<file path="config.mk">
export PLATFORM = sky130hd
export DESIGN_NAME = kf8237_dma_arbiter_flat
export DESIGN_NICKNAME = d
export VERILOG_FILES = /design/src/rtl/kf8237_pkg.sv /design/src/rtl/kf8237_dma_arbiter_if.sv /design/src/rtl/kf8237_priority_pick.sv /design/src/rtl/kf8237_dma_arbiter.sv /design/src/flat_wrapper.sv
export SDC_FILE = /design/constraint.sdc
export NUM_CORES = 1
export LEC_CHECK = 0
export CORE_MARGIN = 1
export CORE_UTILIZATION = 35
export CTS_CLUSTER_DIAMETER = 100
export CTS_CLUSTER_SIZE = 25
export DETAILED_ROUTE_END_ITERATION = 10
export PLACE_DENSITY = 0.73
export SYNTH_ARGS = -nofsm -noshare
export SYNTH_HDL_FRONTEND = slang
export SYNTH_HIERARCHICAL = 1
export SYNTH_SLANG_ARGS = --single-unit
</file>
<file path="constraint.sdc">
create_clock -name clock -period 2.9 [get_ports clock]
set_clock_uncertainty 0.15 [all_clocks]
set_input_delay 0.58 -clock clock [delete_from_list [all_inputs] [get_ports clock]]
set_output_delay 0.58 -clock clock [all_outputs]
set_load 0.1 [all_outputs]
</file>
<file path="src/rtl/kf8237_pkg.sv">
// kf8237_pkg: shared types for the KF8237 DMA arbiter.
//   NUM_CHANNELS - number of DMA channels (4)
//   channel_t    - channel index type
//   state_t      - arbiter FSM states
//   onehot()     - channel index to one-hot channel vector
package kf8237_pkg;

    localparam int NUM_CHANNELS = 4;

    typedef logic [1:0] channel_t;

    typedef enum logic [1:0] {
        IDLE,
        HOLD_REQ,
        GRANT,
        RELEASE
    } state_t;

    function automatic logic [NUM_CHANNELS-1:0] onehot(input channel_t ch);
        return NUM_CHANNELS'(1) << ch;
    endfunction

endpackage

</file>
<file path="src/rtl/kf8237_dma_arbiter_if.sv">
// kf8237_dma_arbiter_if: DREQ/HRQ/HLDA/DACK handshake bundle of the DMA arbiter.
//   dma_request      - raw DREQ pins, channels 0..3
//   hold_acknowledge - HLDA from the CPU
//   transfer_done    - one-cycle pulse: service of the active channel finished
//   hold_request     - HRQ to the CPU
//   dma_acknowledge  - DACK pins (polarity programmable)
//   active_channel   - granted channel index
//   channel_valid    - high while a channel is granted
//   request_status   - effective pending requests
// Modports: master = arbiter side, slave = CPU / timing-logic side.
interface kf8237_dma_arbiter_if;
    import kf8237_pkg::*;

    logic [NUM_CHANNELS-1:0] dma_request;
    logic                    hold_acknowledge;
    logic                    transfer_done;
    logic                    hold_request;
    logic [NUM_CHANNELS-1:0] dma_acknowledge;
    channel_t                active_channel;
    logic                    channel_valid;
    logic [NUM_CHANNELS-1:0] request_status;

    modport master (
        input  dma_request, hold_acknowledge, transfer_done,
        output hold_request, dma_acknowledge, active_channel, channel_valid, request_status
    );

    modport slave (
        output dma_request, hold_acknowledge, transfer_done,
        input  hold_request, dma_acknowledge, active_channel, channel_valid, request_status
    );

endinterface

</file>
<file path="src/rtl/kf8237_priority_pick.sv">
// kf8237_priority_pick: combinational channel selection.
//   eff               in  effective request vector
//   rotating_priority in  0 = ch0 highest .. ch3 lowest, 1 = rotate after last_serviced
//   last_serviced     in  channel most recently serviced to completion
//   winner            out highest-ranked requesting channel (0 when none)
//   any_request       out at least one channel requesting
module kf8237_priority_pick
    import kf8237_pkg::*;
(
    input  logic [NUM_CHANNELS-1:0] eff,
    input  logic                    rotating_priority,
    input  channel_t                last_serviced,
    output channel_t                winner,
    output logic                    any_request
);

    channel_t start;
    channel_t idx;
    logic     found;

    // NOTE: every variable gets a default before the loop so no path leaves it
    // unassigned; otherwise synthesis would infer a latch.
    always_comb begin
        winner = '0;
        found  = 1'b0;
        idx    = '0;
        start  = rotating_priority ? channel_t'(last_serviced + channel_t'(1)) : '0;
        // 2-bit index arithmetic wraps 3 -> 0 for free.
        for (int i = 0; i < NUM_CHANNELS; i++) begin
            idx = channel_t'(start + channel_t'(i));
            if (!found && eff[idx]) begin
                winner = idx;
                found  = 1'b1;
            end
        end
        any_request = |eff;
    end

endmodule

</file>
<file path="src/rtl/kf8237_dma_arbiter.sv">
// kf8237_dma_arbiter: DREQ synchroniser, priority arbitration and HRQ/HLDA/DACK
// sequencing for a 4-channel 8237-style DMA controller.
//   clock                  in  system clock, rising edge
//   reset                  in  synchronous, active-high
//   dreq_sense_active_low  in  1 = DREQ pins active low
//   dack_sense_active_high in  1 = DACK pins active high
//   rotating_priority      in  0 = fixed, 1 = rotating priority
//   controller_disable     in  blocks new arbitration only
//   mask_register          in  1 = hardware request of channel masked
//   request_register       in  software requests (not maskable)
//   bus                    master modport of kf8237_dma_arbiter_if
module kf8237_dma_arbiter
    import kf8237_pkg::*;
(
    input  logic                    clock,
    input  logic                    reset,
    input  logic                    dreq_sense_active_low,
    input  logic                    dack_sense_active_high,
    input  logic                    rotating_priority,
    input  logic                    controller_disable,
    input  logic [NUM_CHANNELS-1:0] mask_register,
    input  logic [NUM_CHANNELS-1:0] request_register,
    kf8237_dma_arbiter_if.master    bus
);

    state_t                  state;
    logic [NUM_CHANNELS-1:0] dreq_sync;
    logic [NUM_CHANNELS-1:0] eff;
    logic [NUM_CHANNELS-1:0] dack_onehot;
    channel_t                winner_q;
    channel_t                last_serviced;
    channel_t                pick;
    logic                    any_request;
    logic                    hrq_q;
    logic                    valid_q;

    assign eff = ((dreq_sync ^ {NUM_CHANNELS{dreq_sense_active_low}}) & ~mask_register)
                 | request_register;

    kf8237_priority_pick u_pick (
        .eff               (eff),
        .rotating_priority (rotating_priority),
        .last_serviced     (last_serviced),
        .winner            (pick),
        .any_request       (any_request)
    );

    // DACK is held as an active-high one-hot vector; the pin polarity is applied
    // on the way out so all four inactive bits follow the programmed sense.
    assign bus.dma_acknowledge = dack_sense_active_high ? dack_onehot : ~dack_onehot;
    assign bus.hold_request    = hrq_q;
    assign bus.active_channel  = winner_q;
    assign bus.channel_valid   = valid_q;
    assign bus.request_status  = eff;

    // NOTE: all state here is updated with non-blocking assignments so every
    // register samples pre-edge values, independent of statement order.
    always_ff @(posedge clock) begin
        if (reset) begin
            state         <= IDLE;
            dreq_sync     <= '0;
            winner_q      <= '0;
            last_serviced <= channel_t'(NUM_CHANNELS - 1);
            hrq_q         <= 1'b0;
            valid_q       <= 1'b0;
            dack_onehot   <= '0;
        end else begin
            dreq_sync <= bus.dma_request;

            unique case (state)
                IDLE: begin
                    if (!controller_disable && any_request) begin
                        winner_q <= pick;
                        hrq_q    <= 1'b1;
                        state    <= HOLD_REQ;
                    end
                end

                HOLD_REQ: begin
                    // The latched winner is kept; a withdrawn request restarts
                    // arbitration from IDLE rather than switching channels here.
                    if (!eff[winner_q]) begin
                        hrq_q <= 1'b0;
                        state <= IDLE;
                    end else if (bus.hold_acknowledge) begin
                        dack_onehot <= onehot(winner_q);
                        valid_q     <= 1'b1;
                        state       <= GRANT;
                    end
                end

                GRANT: begin
                    if (bus.transfer_done) begin
                        hrq_q         <= 1'b0;
                        dack_onehot   <= '0;
                        valid_q       <= 1'b0;
                        last_serviced <= winner_q;
                        state         <= RELEASE;
                    end else if (!bus.hold_acknowledge) begin
                        // CPU took the bus back mid-service: the channel does not
                        // count as serviced, so rotation is left where it was.
                        hrq_q       <= 1'b0;
                        dack_onehot <= '0;
                        valid_q     <= 1'b0;
                        state       <= IDLE;
                    end
                end

                RELEASE: begin
                    if (!bus.hold_acknowledge) begin
                        state <= IDLE;
                    end
                end

                default: state <= IDLE;
            endcase
        end
    end

endmodule
</file>
<file path="src/flat_wrapper.sv">
// flat-port wrapper written by rule: the top's interface ports become plain ports
module kf8237_dma_arbiter_flat import kf8237_pkg::*;
  (clock, reset, dreq_sense_active_low, dack_sense_active_high, rotating_priority, controller_disable, mask_register, request_register, bus_dma_request, bus_hold_acknowledge, bus_transfer_done, bus_hold_request, bus_dma_acknowledge, bus_active_channel, bus_channel_valid, bus_request_status);
  kf8237_dma_arbiter_if bus_i ();
  input  logic clock;
  input  logic reset;
  input  logic dreq_sense_active_low;
  input  logic dack_sense_active_high;
  input  logic rotating_priority;
  input  logic controller_disable;
  input  logic [NUM_CHANNELS-1:0] mask_register;
  input  logic [NUM_CHANNELS-1:0] request_register;
  input wire logic [$bits(bus_i.dma_request)-1:0] bus_dma_request;
  input wire logic [$bits(bus_i.hold_acknowledge)-1:0] bus_hold_acknowledge;
  input wire logic [$bits(bus_i.transfer_done)-1:0] bus_transfer_done;
  output wire logic [$bits(bus_i.hold_request)-1:0] bus_hold_request;
  output wire logic [$bits(bus_i.dma_acknowledge)-1:0] bus_dma_acknowledge;
  output wire logic [$bits(bus_i.active_channel)-1:0] bus_active_channel;
  output wire logic [$bits(bus_i.channel_valid)-1:0] bus_channel_valid;
  output wire logic [$bits(bus_i.request_status)-1:0] bus_request_status;
  assign bus_i.dma_request = bus_dma_request;
  assign bus_i.hold_acknowledge = bus_hold_acknowledge;
  assign bus_i.transfer_done = bus_transfer_done;
  assign bus_hold_request = bus_i.hold_request;
  assign bus_dma_acknowledge = bus_i.dma_acknowledge;
  assign bus_active_channel = bus_i.active_channel;
  assign bus_channel_valid = bus_i.channel_valid;
  assign bus_request_status = bus_i.request_status;
  kf8237_dma_arbiter u_core (.clock(clock), .reset(reset), .dreq_sense_active_low(dreq_sense_active_low), .dack_sense_active_high(dack_sense_active_high), .rotating_priority(rotating_priority), .controller_disable(controller_disable), .mask_register(mask_register), .request_register(request_register), .bus(bus_i));
endmodule
</file>
==> results of run 1 <==
==> sequential cells by signal, indices dropped and copies added, names as in the netlist <==
name and flops:
u_core/bus.channel_valid 1, u_core/last_serviced 2, u_core/dreq_sync 4, u_core/dack_onehot 4
u_core/state 2, u_core/bus.active_channel 2, u_core/bus.hold_request 1
==> how the worst max path moves through the flow <==
stage               cells past startpoint  slack [ns]                      end
floorplan                               2       -0.14   bus_dma_acknowledge[0]
CTS                                    10        0.07          u_core/state[1]
global route                            5        0.18    u_core/dack_onehot[3]
global placement                       10       -0.18  u_core/bus.hold_request
finish                                  5        0.30          u_core/state[0]
detailed placement                     10       -0.20          u_core/state[1]
==> report_power, final <==
part,total [mW],switching (mW),internal [mW]
registers,0.252,0.0157,0.236
clock network,0.203,0.0825,0.120
logic,0.416,0.242,0.174
==> per-stage QoR <==
| stage | hold slack (ns) | util [%] | setup slack [ns] |
|---|---|---|---|
| 2_1_floorplan | 0.287 | - | -0.141 |
| 3_3_place_gp | 0.328 | 52.1 | -0.177 |
| 3_5_place_dp | 0.336 | 52.1 | -0.197 |
| 4_1_cts | 0.348 | 53.6 | 0.0710 |
| 5_1_grt | 0.359 | 54.0 | 0.179 |
| 6_report | 0.344 | 54.0 | 0.296 |
==> logic make-up after synthesis <==
group,after synthesis
flip-flops,16
adder cells (fa/ha/maj),5
multiplexers,14
buffers and inverters,16
XOR/XNOR,8
AO/OA/AOI/OAI,42
AND/OR/NAND/NOR,62
==> layer usage <==
layer  vias up  global-route usage [%]  wire length (um)  share of wire (%)
met2        41                    23.8              1500                 46
met4         0                    3.33                12               0.37
met1       625                    24.4              1600                 49
met3         2                    2.82               153                4.7
met5         -                       0                 0                  0
li1        670                       -                 -                  -
==> critical path, delay by kind of cell <==
kind | cells | cell delay [ns]
AOI/OAI and AO/OA | 1 | 0.43
and+or+nand+nor | 2 | 0.71
buffers and inverters | 1 | 0.42
muxes | 1 | 0.47
==> cell usage in the layout, fill, tap and decap left out, types with 4 or more instances in the layout <==
master           instances
dfxtp_1                 15
nor2_1                  11
buf_4                   17
clkbuf_8                 4
nand2_1                 10
a21oi_1                  8
clkdlybuf4s50_1         18
nand2b_1                 6
mux2i_1                  9
ha_1                     5
inv_1                    6
xnor2_1                  6
buf_12                   8
nor2b_1                  9
o21ai_0                  6
==> cell type report <==
| type | instances | area share, % |
|---|---|---|
| Multi-Input combinational cell | 131 | 53.0 |
| Timing Repair Buffer | 45 | 24.3 |
| Sequential cell | 16 | 15.9 |
| Tap cell | 48 | 2.97 |
| Clock buffer | 4 | 2.72 |
| Inverter | 6 | 1.11 |
==> results.md, run 1 <==
- DR DRC count: 0
- Worst-Skew Late Latency: 0.25 ns
- Multiplexer share of the synthesized area: 11.6%
- Primary FF master, synth: dfxtp_1
- Mapped Cells: 163
- Crit. Startpoint: request_register[3]
- Clock tree buffer depth: 2
- Total wire length: 3270 um
- Finished Cell Area: 2020 um^2
- FFs w/ async S/R, synth: 0%
- Die height: 65.0 um
- Status: completed
- Die W: 65.0 um
- Global-route wire length before repair: 5390 um
- Routed vias: 1338
- Synthesized area: 1390 um^2
- Sink Count: 16
- RSZ-0062 raised after global routing: false
- Setup violators final: 0
- Top cell type's share of synthesized area: 23.1%
- Xor/xnor cell area share of the yosys netlist: 5.05%
- Area of placed instances: 1950 um^2
- Worst Path Arrival: 2.60 ns
- Post-route insts no fill: 250
- Hold endpoint: u_core/dack_onehot[0]
- Inserted Clock Buffers: 3
- Most numerous cell in the Yosys netlist: dfxtp_1
- Min-Delay Path Class: reg2reg
- Commonest cells in the netlist: 16 x dfxtp_1, 11 x nor2_1, 10 x nand2_1, 9 x mux2i_1, 9 x nor2b_1
- Max-Cap Viols: 0
- Synth Area in Simple Gates: 26.1%
- Final RePlAce weighted congestion: 0.978
- CTS root buffer: clkbuf_8
- Post-synth net total: 188
- Filler cells: 358
- Yosys reg bits: 16
- FF-to-FF path depth: 4
- TritonCTS clock tree: yes
- Overflow after GRT: 0
- Antenna-violating nets left: 0
- Worst hold start: u_core/dack_onehot[0]
- Compound-gate portion of the synthesized area: 22.8%
- Critical setup path kind: in2reg
- Io pins: 32
- Clock-pin transition on the worst setup and hold timing paths: 0.07 ns
- Slew headroom: 63.5%
- Core area: 3740 um^2
- Post-synthesis sequential area ratio: 23.1%
- Ant diodes: 0
- Reg-to-Reg Start: u_core/bus.active_channel[0]
- Fmax: 384 MHz
- Maximum vdd ir drop: 0.291 mV
- Largest net degree at the start of global routing: 22
- Hold Vio Cnt, Final: 0
- WP data required: 2.90 ns
- H-tree Lvls: 1
- Hold-critical path depth: 2
- Minimum clock period: 2.60 ns
- Pins Over Slew Limit: 0
- # resized after CTS: 0
- Syn. warnings: 6
- Leakage power: 0.827 nW
- DR iter-0 viols: 49
- PD cells: 430 nW/um^2
- Number of synthesized flops with an enable pin: 0
- CP Launch Type: input port
- Power Total: 0.871 mW
- First drt pass iteration count: 4
- FF+latch area: 322 um^2
- Port Buffers: 31
- Slowest stage cell, crit path: or4_1
- Syn avg cell area: 8.51 um^2
- Period utilization: 89.8%
- Critical-path cell list: clkdlybuf4s50_1 -> mux4_2 -> a311o_1 -> or4_1 -> and3_1
- CP peak stage delay: 0.52 ns
- Starting Density: 37.1%
- Area of the multi-input gates: 1070 um^2
- Setup Fix Bufs, Post-CTS: 0
- Reg2reg end: u_core/state[0]
- Full die area: 4220 um^2
- Largest family of logic cells by synthesized area: simple AND/OR/NAND/NOR gates
- Vias in the first global route: 1133
- Avg WL per Cell: 13.1 um
- Hold-fix buffers, CTS: 0
- Max FO, Critical Path: 6
- TNS Setup: 0 ns
- Reg2reg setup slack: 0.54 ns
- Slew @ Worst Pin: 0.546 ns
- Post-detail-place hpwl: 2480 um
- Share of cells above drive strength 1: 27.7%
- Largest area contributor in the synthesized netlist: dfxtp_1
- Via density: 5.35
- Post-Place Cells: 246
- Number of cell rows: 22
- Unique masters post-synth: 56
- Synth Area in Adders: 4.51%
- Crit. End Element: register
- Area grow syn2layout: 45.8%
- Total GRT Usage: 16.3%
- Main area contributors after synthesis: dfxtp_1 23%, mux2i_1 6.5%, xnor2_1 5.0%, ha_1 4.5%, nor2b_1 4.1%
- Fin nets: 228
- Antenna violations before repair: 0
Power figures use the tool's default switching activity.
==> run 2, diff against run 1 <==
Settings changed: CAP_MARGIN set to 0, PLACE_DENSITY 0.73 to 0.76, SYNTH_HIERARCHICAL 1 to not set, TNS_END_PERCENT set to 1.
==> run 2 against run 1 <==
  * The flow now finishes with violations (DRC)
  * Critical path depth increased by 3
  * Core utilization increased by 1.8 points
  * Total power decreased by 16%
  * Hold slack improved by 0.0013 ns
  * Critical path type unchanged
==> results.md, run 2 <==
- CP delay by family, top: multiplexers
- Critical Path Stages: 8 (+3)
- Biggest regs: u_core.dack_onehot: 4 flops, u_core.dreq_sync: 4 flops
- CP bufs+invs: 2 (+1)
- Antenna-violating nets left: 0 (unchanged)
- TNS Setup: 0 ns (unchanged)
- Inserted Clock Buffers: 3 (unchanged)
- Largest area contributor in the synthesized netlist: dfxtp_1
- FF+latch area: 320 um^2 (-0.39%)
- Comb pwr share: 46.4% (-1.4 points)
- Status: complete, but fails checks
- RSZ-0062 raised after global routing: false
- WP data required: 2.93 ns (+0.03 ns)
- Global-route wire length before repair: 4220 um (-22%)
- Port Buffers: 31 (unchanged)
- P_int: 0.445 mW (-16%)
- Syn avg cell area: 8.20 um^2 (-3.7%)
- Hold-fix buffers, CTS: 0 (unchanged)
- Sink Count: 16 (unchanged)
- Leakage power: 0.640 nW (-23%)
- Commonest non-fill, non-tap cells in the layout: 19 x clkdlybuf4s50_1, 16 x dfxtp_1, 14 x buf_4, 13 x nor2_1, 11 x nand2_1
- Syn. warnings: 0 (-6)
- Worst-Skew Late Latency: 0.28 ns (+0.03 ns)
- H-tree Lvls: 1 (unchanged)
- Finished Cell Area: 1570 um^2 (-23%)
- Yosys reg bits: 16 (unchanged)
- Share of cells above drive strength 1: 21.3% (-6.4 points)
- Io pins: 32 (unchanged)
- Clock Power Share: 19.5% (-3.8 points)
- Fmax: 363 MHz (-5.5%)
- Top cell type's share of synthesized area: 30.3% (+7.2 points)
- Core area: 2810 um^2 (-25%)
- Net Sw Frac: 39.5% (+0.47 points)
- Via density: 5.30 (-1.1%)
- Critical setup path kind: in2reg
- Ant diodes: 0 (unchanged)
- CP peak stage delay: 0.51 ns (about the same)
- Min-Delay Path Class: reg2reg
- Final RePlAce weighted congestion: 0.860 (-12%)
- Failing checks: DRC
- Filler cells: 240 (-33%)
- # resized after CTS: 0 (unchanged)
- Slowest stage cell, crit path: clkdlybuf4s50_1
- Largest net degree at the start of global routing: 18 (-18%)
- Total GRT Usage: 16.4% (+0.17 points)
- Minimum clock period: 2.76 ns (+0.151 ns)
- Post-detail-place hpwl: 1940 um (-22%)
- CP Launch Type: input port
- Total wire length: 2550 um (-22%)
- Number of synthesized flops with an enable pin: 0 (unchanged)
- CTS root buffer: clkbuf_4
- Full die area: 3240 um^2 (-23%)
- Hold-critical path depth: 2 (unchanged)
- Seq pwr share: 34.1% (+5.2 points)
- PD cells: 469 nW/um^2 (+9.0%)
- Post-synthesis sequential area ratio: 30.3% (+7.2 points)
- First drt pass iteration count: 7 (+3)
- DR DRC count: 6 (+6)
- Slew @ Worst Pin: 0.615 ns (+0.0691 ns)
- Maximum vdd ir drop: 0.226 mV (-22%)
- Max-Cap Viols: 0 (unchanged)
- Area grow syn2layout: 48.3%
- Sw power: 0.291 mW (-15%)
- Fin nets: 195 (-14%)
- TritonCTS clock tree: yes
- Hold Vio Cnt, Final: 0 (unchanged)
- Hold WS: 0.345 ns (+0.00126 ns)
- Max FO, Critical Path: 4 (-2)
- Period utilization: 95.0% (+5.2 points)
- Mapped Cells: 129 (-21%)
- Critical-path cell list: clkdlybuf4s50_1 -> xor2_1 -> a21oi_4 -> inv_2 -> mux4_2 -> and2_4 -> nor4_1 -> mux2_2
- Commonest non-fill, non-tap cell in the layout: clkdlybuf4s50_1
- Commonest cells in the netlist: 16 x dfxtp_1, 13 x nor2_1, 11 x nand2_1, 10 x inv_1, 8 x a21oi_1
- Final core utilization: 55.9% (+1.8 points)
- FFs w/ async S/R, synth: 0% (unchanged)
- DR iter-0 viols: 49 (unchanged)
- Worst Path Arrival: 2.78 ns (+0.18 ns)
- Starting Density: 37.7% (+0.62 points)
- Reg2reg setup slack: 0.69 ns (+0.15 ns)
- Avg WL per Cell: 12.7 um (-2.7%)
- Pins Over Slew Limit: 0 (unchanged)
- Die W: 57.0 um (-12%)
- Post-synth net total: 154 (-18%)
- Setup Fix Bufs, Post-CTS: 0 (unchanged)
- Antenna violations before repair: 0 (unchanged)
- Most numerous cell in the Yosys netlist: dfxtp_1
- Number of cell rows: 19 (-14%)
- Synthesized area: 1060 um^2 (-24%)
- Clock tree buffer depth: 2 (unchanged)
- Main area contributors after synthesis: dfxtp_1 30%, ha_1 5.9%, xnor2_1 5.0%, nor2_1 4.6%, nand2_1 3.9%
- Die height: 57.0 um (-12%)
- Vias in the first global route: 1004 (-11%)
- Setup violators final: 0 (unchanged)
- Clock-pin transition on the worst setup and hold timing paths: 0.09 ns (+0.02 ns)
- Area of placed instances: 1530 um^2 (-22%)
- FF-to-FF path depth: 7 (+3)
- Unique masters post-synth: 40 (-29%)
- Crit. End Element: register
- Slew headroom: 58.9% (-4.7 points)
- Overflow after GRT: 0 (unchanged)
- Primary FF master, synth: dfxtp_1
- Area of the multi-input gates: 672 um^2 (-37%)
- Routed vias: 1059 (-21%)
## run 2: routing by layer
metal | vias to the layer above | share of wire (%) | wire length, um | global-route usage, %
met5 | - | 0 | 0 | 0
met4 | 0 | 1.7 | 43 | 8.36
met3 | 6 | 4.5 | 114 | 2.27
met2 | 33 | 48 | 1230 | 29.1
met1 | 494 | 46 | 1160 | 19.4
li1 | 526 | - | - | -
## run 2: through the flow
| step | instances | power [mW] | setup slack, ns |
|---|---|---|---|
| after detailed placement | 196 | 0.595 | -0.157 |
| after floorplan | 129 | 0.474 | -0.141 |
| after CTS | 200 | 0.738 | 0.142 |
| final | 200 | 0.736 | 0.145 |
| after global placement | 196 | 0.588 | -0.100 |
| after global routing | 200 | 0.770 | 0.0687 |
## run 2: worst paths after layout
kind                    startpoint                       to
max          dreq_sense_active_low  u_core.bus.hold_request
min          u_core.dack_onehot[2]    u_core.dack_onehot[2]
max reg2reg    u_core.dreq_sync[0]  u_core.bus.hold_request
min reg2reg  u_core.dack_onehot[2]    u_core.dack_onehot[2]
## run 2: tightest hold or removal path, cell delays in order (launching register included)
cell	delay, ns
dfxtp_1	0.33
nand2b_1	0.07
a21oi_1	0.05
## run 2: power groups by stage
stage	registers (mW)	logic, mW	clock network [mW]
finish	0.251	0.341	0.143
global route	0.254	0.358	0.159
CTS	0.251	0.340	0.147
detailed placement	0.256	0.339	0
global placement	0.255	0.333	0
floorplan	0.300	0.174	0
## run 2: layout make-up
cell class                      count  area share (%)
Multi-Input combinational cell     96            42.9
Timing Repair Buffer               41            29.1
Sequential cell                    16            20.4
Inverter                           12            2.87
Tap cell                           31            2.47
Clock buffer                        4            2.31
## run 2: kinds of logic (layout without fill, tap and decap cells)
logic type	Yosys count	in the layout	synth area share, %
fa+ha+maj	5	5	5.92
compound gates	30	30	21.5
xor+xnor	9	9	7.46
mux	5	5	6.04
simple gates	47	47	22.6
buf+inv	17	57	6.15
flops	16	16	30.3
==> run 3, diff against run 2 <==
Settings changed: CAP_MARGIN 0 to not set.
==> results of run 3 <==
The final DEF is identical to that of run 2; final timing and power are the same.
